File: src/rtl/cic_decim_ctrl.sv
// Sequencing controller for the 4x decimating polyphase CIC filter: phase strobes,
// filter reset during idle/flush, warm-up discard and a one-deep output register.
module cic_decim_ctrl #(
  parameter int BW        = 11,
  parameter int OW        = BW + 4,
  parameter int FLUSH_CYC = 4,
  parameter int WARMUP    = 8
) (
  input  logic                 CLK,
  input  logic                 RES,
  input  logic                 EN,
  input  logic signed [OW-1:0] CIC_OUT,
  input  logic                 OUT_RDY,
  input  logic                 OVF_CLR,
  output logic                 CIC_RES,
  output logic                 EN_2,
  output logic                 EN_4,
  output logic [1:0]           PH,
  output logic signed [OW-1:0] OUT,
  output logic                 OUT_VLD,
  output logic                 OVF,
  output logic [1:0]           STATE
);

  typedef enum logic [1:0] {
    S_IDLE  = 2'd0,
    S_FLUSH = 2'd1,
    S_WARM  = 2'd2,
    S_RUN   = 2'd3
  } state_t;

  localparam logic [3:0] FLUSH_LAST = 4'(FLUSH_CYC - 1);
  localparam logic [7:0] WARM_LAST  = 8'(WARMUP - 1);

  state_t     state;
  state_t     state_nxt;
  logic [3:0] flush_cnt;
  logic [7:0] strobe_cnt;
  logic       active;
  logic       flush_done;
  logic       warm_done;
  logic       capture;
  logic       drop;

  assign flush_done = (flush_cnt == FLUSH_LAST);
  assign warm_done  = EN_4 && (strobe_cnt == WARM_LAST);

  // State register
  always_ff @(posedge CLK or negedge RES) begin
    if (!RES) state <= S_IDLE;
    else      state <= state_nxt;
  end

  // Next-state logic; EN low pulls every active state back to IDLE
  always_comb begin
    state_nxt = state;
    case (state)
      S_IDLE:  if (EN) state_nxt = S_FLUSH;
      S_FLUSH: begin
        if (!EN)             state_nxt = S_IDLE;
        else if (flush_done) state_nxt = (WARMUP > 0) ? S_WARM : S_RUN;
      end
      S_WARM: begin
        if (!EN)            state_nxt = S_IDLE;
        else if (warm_done) state_nxt = S_RUN;
      end
      S_RUN:   if (!EN) state_nxt = S_IDLE;
      default: state_nxt = S_IDLE;
    endcase
  end

  // Output decode from registered state and phase
  always_comb begin
    active  = (state == S_WARM) || (state == S_RUN);
    CIC_RES = active;
    EN_2    = active && PH[0];
    EN_4    = active && (PH == 2'd3);
    STATE   = state;
  end

  // Flush counter sits at zero outside FLUSH, so every entry starts a fresh count
  always_ff @(posedge CLK or negedge RES) begin
    if (!RES) begin
      flush_cnt <= '0;
    end else if (state == S_FLUSH) begin
      flush_cnt <= flush_cnt + 4'd1;
    end else begin
      flush_cnt <= '0;
    end
  end

  always_ff @(posedge CLK or negedge RES) begin
    if (!RES) begin
      strobe_cnt <= '0;
    end else if (state == S_WARM) begin
      if (EN_4) strobe_cnt <= strobe_cnt + 8'd1;
    end else begin
      strobe_cnt <= '0;
    end
  end

  // Phase runs continuously through WARM and RUN; it only rests in IDLE/FLUSH
  always_ff @(posedge CLK or negedge RES) begin
    if (!RES) begin
      PH <= '0;
    end else if (active && EN) begin
      PH <= PH + 2'd1;
    end else begin
      PH <= '0;
    end
  end

  // Handshake: a sample moves downstream at an edge where OUT_VLD and OUT_RDY
  // are both 1; while OUT_VLD=1 and OUT_RDY=0 the OUT register is frozen.
  assign capture = (state == S_RUN) && EN && EN_4;
  assign drop    = capture && OUT_VLD && !OUT_RDY;

  always_ff @(posedge CLK or negedge RES) begin
    if (!RES) begin
      OUT     <= '0;
      OUT_VLD <= 1'b0;
    end else if (state != S_IDLE && !EN) begin
      OUT_VLD <= 1'b0;
    end else if (capture && !drop) begin
      OUT     <= CIC_OUT;
      OUT_VLD <= 1'b1;
    end else if (OUT_VLD && OUT_RDY) begin
      OUT_VLD <= 1'b0;
    end
  end

  // Set has priority over clear so a drop on a clear cycle is never lost
  always_ff @(posedge CLK or negedge RES) begin
    if (!RES) begin
      OVF <= 1'b0;
    end else if (drop) begin
      OVF <= 1'b1;
    end else if (OVF_CLR) begin
      OVF <= 1'b0;
    end
  end

endmodule

File: config.mk
export PLATFORM = sky130hd
export DESIGN_NAME = cic_decim_ctrl
export DESIGN_NICKNAME = d
export VERILOG_FILES = /design/src/rtl/cic_decim_ctrl.sv
export SDC_FILE = /design/constraint.sdc
export NUM_CORES = 1
export LEC_CHECK = 0
export CAP_MARGIN = 25
export CELL_PAD_IN_SITES_DETAIL_PLACEMENT = 1
export CELL_PAD_IN_SITES_GLOBAL_PLACEMENT = 1
export CORE_UTILIZATION = 38
export DETAILED_ROUTE_END_ITERATION = 16
export PLACE_DENSITY_LB_ADDON = 0.3
export SYNTH_ARGS = -nofsm -noshare
export SYNTH_HDL_FRONTEND = slang
export SYNTH_SLANG_ARGS = --single-unit
File: constraint.sdc
create_clock -name CLK -period 4.1 [get_ports CLK]
set_clock_uncertainty 0.2 [all_clocks]
set_input_delay 0.82 -clock CLK [delete_from_list [all_inputs] [get_ports CLK]]
set_output_delay 0.82 -clock CLK [all_outputs]
set_load 0.005 [all_outputs]
Word level (Yosys, flattened, before mapping)
Index checks and enable logic that the tools add are counted.
Widths: inputs -> output; s select.

storage, ports and cells
  register bits after elaboration = 33
  latch bits = 0
  bits in writable memories = 0
  memory bits (read-only) = 0
  bits of input ports = 20
  output and inout port bits = 24
  memories kept = 0

cells by class
  $add $sub $neg = 3
  multipliers = 0
  div/mod/pow operators = 0
  order comparisons = 0
  equal/unequal tests = 11
  shift-type cells = 0
  mux-type cells = 16
  bitwise gates (word level) = 1
  reductions and logical operators = 21

operators by type and width
  operator             number
  $mux 8               2
  $mux 2               7
  $logic_and 1x1->1    11
  $add 8x1->8 const B  1
  $eq 8x3->1 const B   1
  $pmux 2 s4           1
  $eq 2x2->1 const B   3
  $ne 2x2->1 const B   3
  $ne 3x3->1 const B   2
  $mux 1               5
  $add 4x1->4 const B  1
  $eq 4x2->1 const B   1
  $mux 4               1
  $reduce_and 4->1     1
  $reduce_bool 2->1    2
  $logic_not 1->1      3
  $reduce_bool 3->1    1
  $add 2x1->2 const B  1
  $eq 2x1->1 const B   1
  $logic_not 2->1      1
  $reduce_and 2->1     1
  $logic_or 1x1->1     1
  $not 1->1            1

Logic depth before layout (Yosys ltp)
  word-level depth = 10
  mapped depth = 6
  gate-level depth less buffers = 4

Worst setup path before layout
Ideal clock, no wire load.

  path type = in2reg
  start = input EN
  end = register OUT[10]
  library setup time = 127 ps
  data arrival time = 1653 ps
  path slack = 2120 ps
  stages on the path = 4
  path buffers = 1
  path through = nand4_1 -> nor2_4 -> buf_6 -> mux2_1

on the way
  word-level cells in the longest chain between the ends = 7

ends and longest elaborated chain
  item                                   RTL line  text
  start, declared                        11        input logic EN,
  $logic_and 1x1->1 (2 in a row)         115       assign capture = (state == S_RUN) && EN && EN_4;
  $logic_and 1x1->1 (2 in a row)         116       assign drop = capture && OUT_VLD && !OUT_RDY;
  $logic_not 1->1                        124       end else if (capture && !drop) begin
  $logic_and 1x1->1                      124
  $reduce_and 2->1 (no source line) (*)  n/a
  end signal, assigned                   120       OUT <= '0;
  end signal, assigned                   125       OUT <= CIC_OUT;
  end, declared                          19        output logic signed [OW-1:0] OUT,

Mark *: on every way between the ends. The rest lies on a longest branch, timed or not.
A chain may end at the register's enable or synchronous reset.

Final worst setup path
  start = register PH[0]
  end = output EN_4

on the way
  word-level cells in the longest chain between the ends = 2

ends and longest elaborated chain
  item                    RTL line  text
  start, declared         18        output logic [1:0] PH,
  start signal, assigned  107       PH <= PH + 2'd1;
  $eq 2x2->1              77        EN_4 = active && (PH == 2'd3);
  $logic_and 1x1->1       77
  end, declared           17        output logic EN_4,

No other way between the ends.

==> impl_metrics.toml <==
[cts]
cts_root_buf = "clkbuf_8"
htree_levels = 2
cts_tree = "built"
cts_setup_buffers = 0
cts.sinks = 33
clkLatencyLatePin_ps = 280
cts-hold-fix-buffers = 0
ctsResizeCount = 0
cts_buffer_depth = 2
clkSlewWorstSetupHoldPaths_ps = 60
cts_made_buffers = 5

[timing]
max-slew-margin-rel_pct = 72.0
fmax_mhz = 352
tns_ps = 0
final_max_slew_viol_count = 0
tightest_slew_ps = 420
rsz0062_at_grt = "no"
setup_viol = 0
min_period_ps = 2840
final_hold_viol_count = 0
hold_ws_ps = 279
fin_crit_sh_pct = 69.4

[critical_path]
arrival_ps = 1820
startpoint_type = "flop"
crit_type = "reg -> out"
cp.required_ps = 3080
cp_max_fo = 9
end_kind = "output pin"

[route]
first_iter_violations = 52
drc = 0
antenna_left = 0
avgRoutedWirePerCell_um = 14.3
routed_wirelength_mm = 2.97
dr.pass1.iters = 4
drt-vias-per-instance = 5.03
routed-via-count = 1046

[yosys]
ys_seq_area_share_pct = 58.1
syn_area_mm2 = 0.00142
avgSynthCellArea_um2 = 12.3
syn-instance-count = 116
ys_types = 29
ys_ff_latch = 33
synthesis.nets = 139
yosysWarnings = 0

[finish]
drive_gt1_share_pct = 5.56
final_core_util_pct = 56.9
seqCellArea_um2 = 826
final_common_cell = "clkdlybuf4s50_1"
fill_cells = 365
final_cell_mix = "clkdlybuf4s50_1, dfrtp_1, mux2_1, nor2_1, clkbuf_8"
multi_input_area_um2 = 553
fin_cells = 208
n_antenna_cell = 0
num-nets-final = 185
syn_to_final_growth_pct = 38.7

[die]
dieArea_mm2 = 0.00399
die_height_um = 63.2
fp.dieW_um = 63.2
ios = 44
num_rows = 21
core-area_mm2 = 0.00347
start_util_pct = 41.0

[placed_design]
gp_congestion = 0.715
numPlacedInstances = 201
io_buffers = 43
dp_hpwl_mm = 2.16

[outcome]
outcome = "completed"

[power_and_ir_drop]
swShare_pct = 21.1
power_frac_seq_pct = 54.3
vdd_drop_max_v = 0.000208
cellPowerDensity_mw_per_mm2 = 315
leakagePower_nw = 0.882
p_int_mw = 0.491
power_frac_comb_pct = 7.0
pwr-share-clk_pct = 38.7
p_switching_mw = 0.131
power.total_mw = 0.622

[grt]
antenna_found_initial = 0
grt_use_total_pct = 17.7
grt_max_degree = 34
grt_pass1_vias = 1173
grt_overflow = 0
grt_pass1_wl_mm = 5.45

[flow_run]
max_cap_viol_count = 0

[worst_hold_path]
hp-class = "reg -> reg"
-- cells by family after synthesis --
family | after synthesis | share of synthesized area [%]
and+or+nand+nor | 38 | 15.0
DFF | 33 | 58.1
muxes | 16 | 12.6
AOI/OAI and AO/OA | 13 | 5.63
buffers and inverters | 8 | 2.99
xor gates and xnor gates | 5 | 3.08
adders and majority gates | 3 | 2.64
-- power groups by stage --
stage	sequential, mW	clock (mW)	combinational [mW]
after global placement	0.343	0	0.0428
after floorplan	0.341	0	0.0130
after CTS	0.338	0.249	0.0447
after global routing	0.338	0.265	0.0489
final	0.338	0.241	0.0433
after detailed placement	0.344	0	0.0443
-- flip-flops by register name, indices dropped and copies added (netlist names) --
signal / count
OUT: 15
strobe_cnt: 8
flush_cnt: 4
PH: 2
STATE: 2
OUT_VLD: 1
OVF: 1
-- final cells by class --
class                      instances  area share, %
sequential                        33           41.9
multi-input combinational         75           28.0
timing repair buffer              44           22.2
clock buffer                       7           4.38
tap                               46           2.92
inverter                           3          0.571
-- per-layer routing --
metal	part of all wire (%)	vias up	GRT usage, %
li1	-	495	-
met1	43	510	20.9
met2	50	35	30.0
met3	5.4	6	5.43
met4	1.5	0	6.69
met5	0	-	0
-- path summary, 6_finish.rpt --
| kind | startpoint | to | slack, ps | depth (start not counted) |
|---|---|---|---|---|
| min in group asynchronous | RES | OUT[2]$_DFFE_PN0P_ | 750 | 2 |
| max | PH[0]$_DFF_PN0_ | EN_4 | 1260 | 4 |
| max in group asynchronous | RES | OUT[3]$_DFFE_PN0P_ | 2660 | 2 |
| max reg2reg | PH[0]$_DFF_PN0_ | OUT[9]$_DFFE_PN0P_ | 1940 | 4 |
| min reg2reg | flush_cnt[0]$_DFF_PN0_ | flush_cnt[0]$_DFF_PN0_ | 280 | 1 |
| min | flush_cnt[0]$_DFF_PN0_ | flush_cnt[0]$_DFF_PN0_ | 280 | 1 |
-- worst max-delay path: stages (launching register included) --
cell and delay [ps]:
dfrtp_1 400, ha_1 400, nand2_1 160, inv_1 80, clkdlybuf4s50_1 490
-- cells in the mapped netlist --
| library cell | number | share of area [%] |
|---|---|---|
| nor2_4 | 1 | 0.79 |
| o31ai_1 | 1 | 0.53 |
| nor3b_1 | 1 | 0.53 |
| o22ai_1 | 1 | 0.44 |
| nor2_1 | 9 | 2.4 |
| o21ai_1 | 2 | 0.70 |
| xnor2_1 | 2 | 1.2 |
| nand2b_1 | 4 | 1.8 |
| inv_1 | 3 | 0.79 |
| or3_1 | 4 | 1.8 |
| nand2_1 | 3 | 0.79 |
| ha_1 | 3 | 2.6 |
| and3_1 | 3 | 1.3 |
| and2_1 | 1 | 0.44 |
| buf_6 | 1 | 0.79 |
| buf_4 | 1 | 0.53 |
| nand3_1 | 4 | 1.4 |
| mux2_1 | 15 | 12 |
| a21oi_1 | 5 | 1.8 |
| clkbuf_1 | 2 | 0.53 |
| nor2b_1 | 3 | 1.3 |
| buf_2 | 1 | 0.35 |
| nand4_1 | 4 | 1.8 |
| mux2i_1 | 1 | 0.70 |
| o21ai_0 | 3 | 1.1 |
| or4b_1 | 1 | 0.70 |
| xor2_1 | 3 | 1.8 |
| o41ai_2 | 1 | 1.1 |
| dfrtp_1 | 33 | 58 |
-- stage by stage --
stage	cell area [um2]	setup slack [ps]
6_report	1970	1260
5_1_grt	1970	1180
4_1_cts	1970	1250
3_5_place_dp	1890	1360
3_3_place_gp	1890	1440
2_1_floorplan	1420	2120
Power figures use the tool's default switching activity.
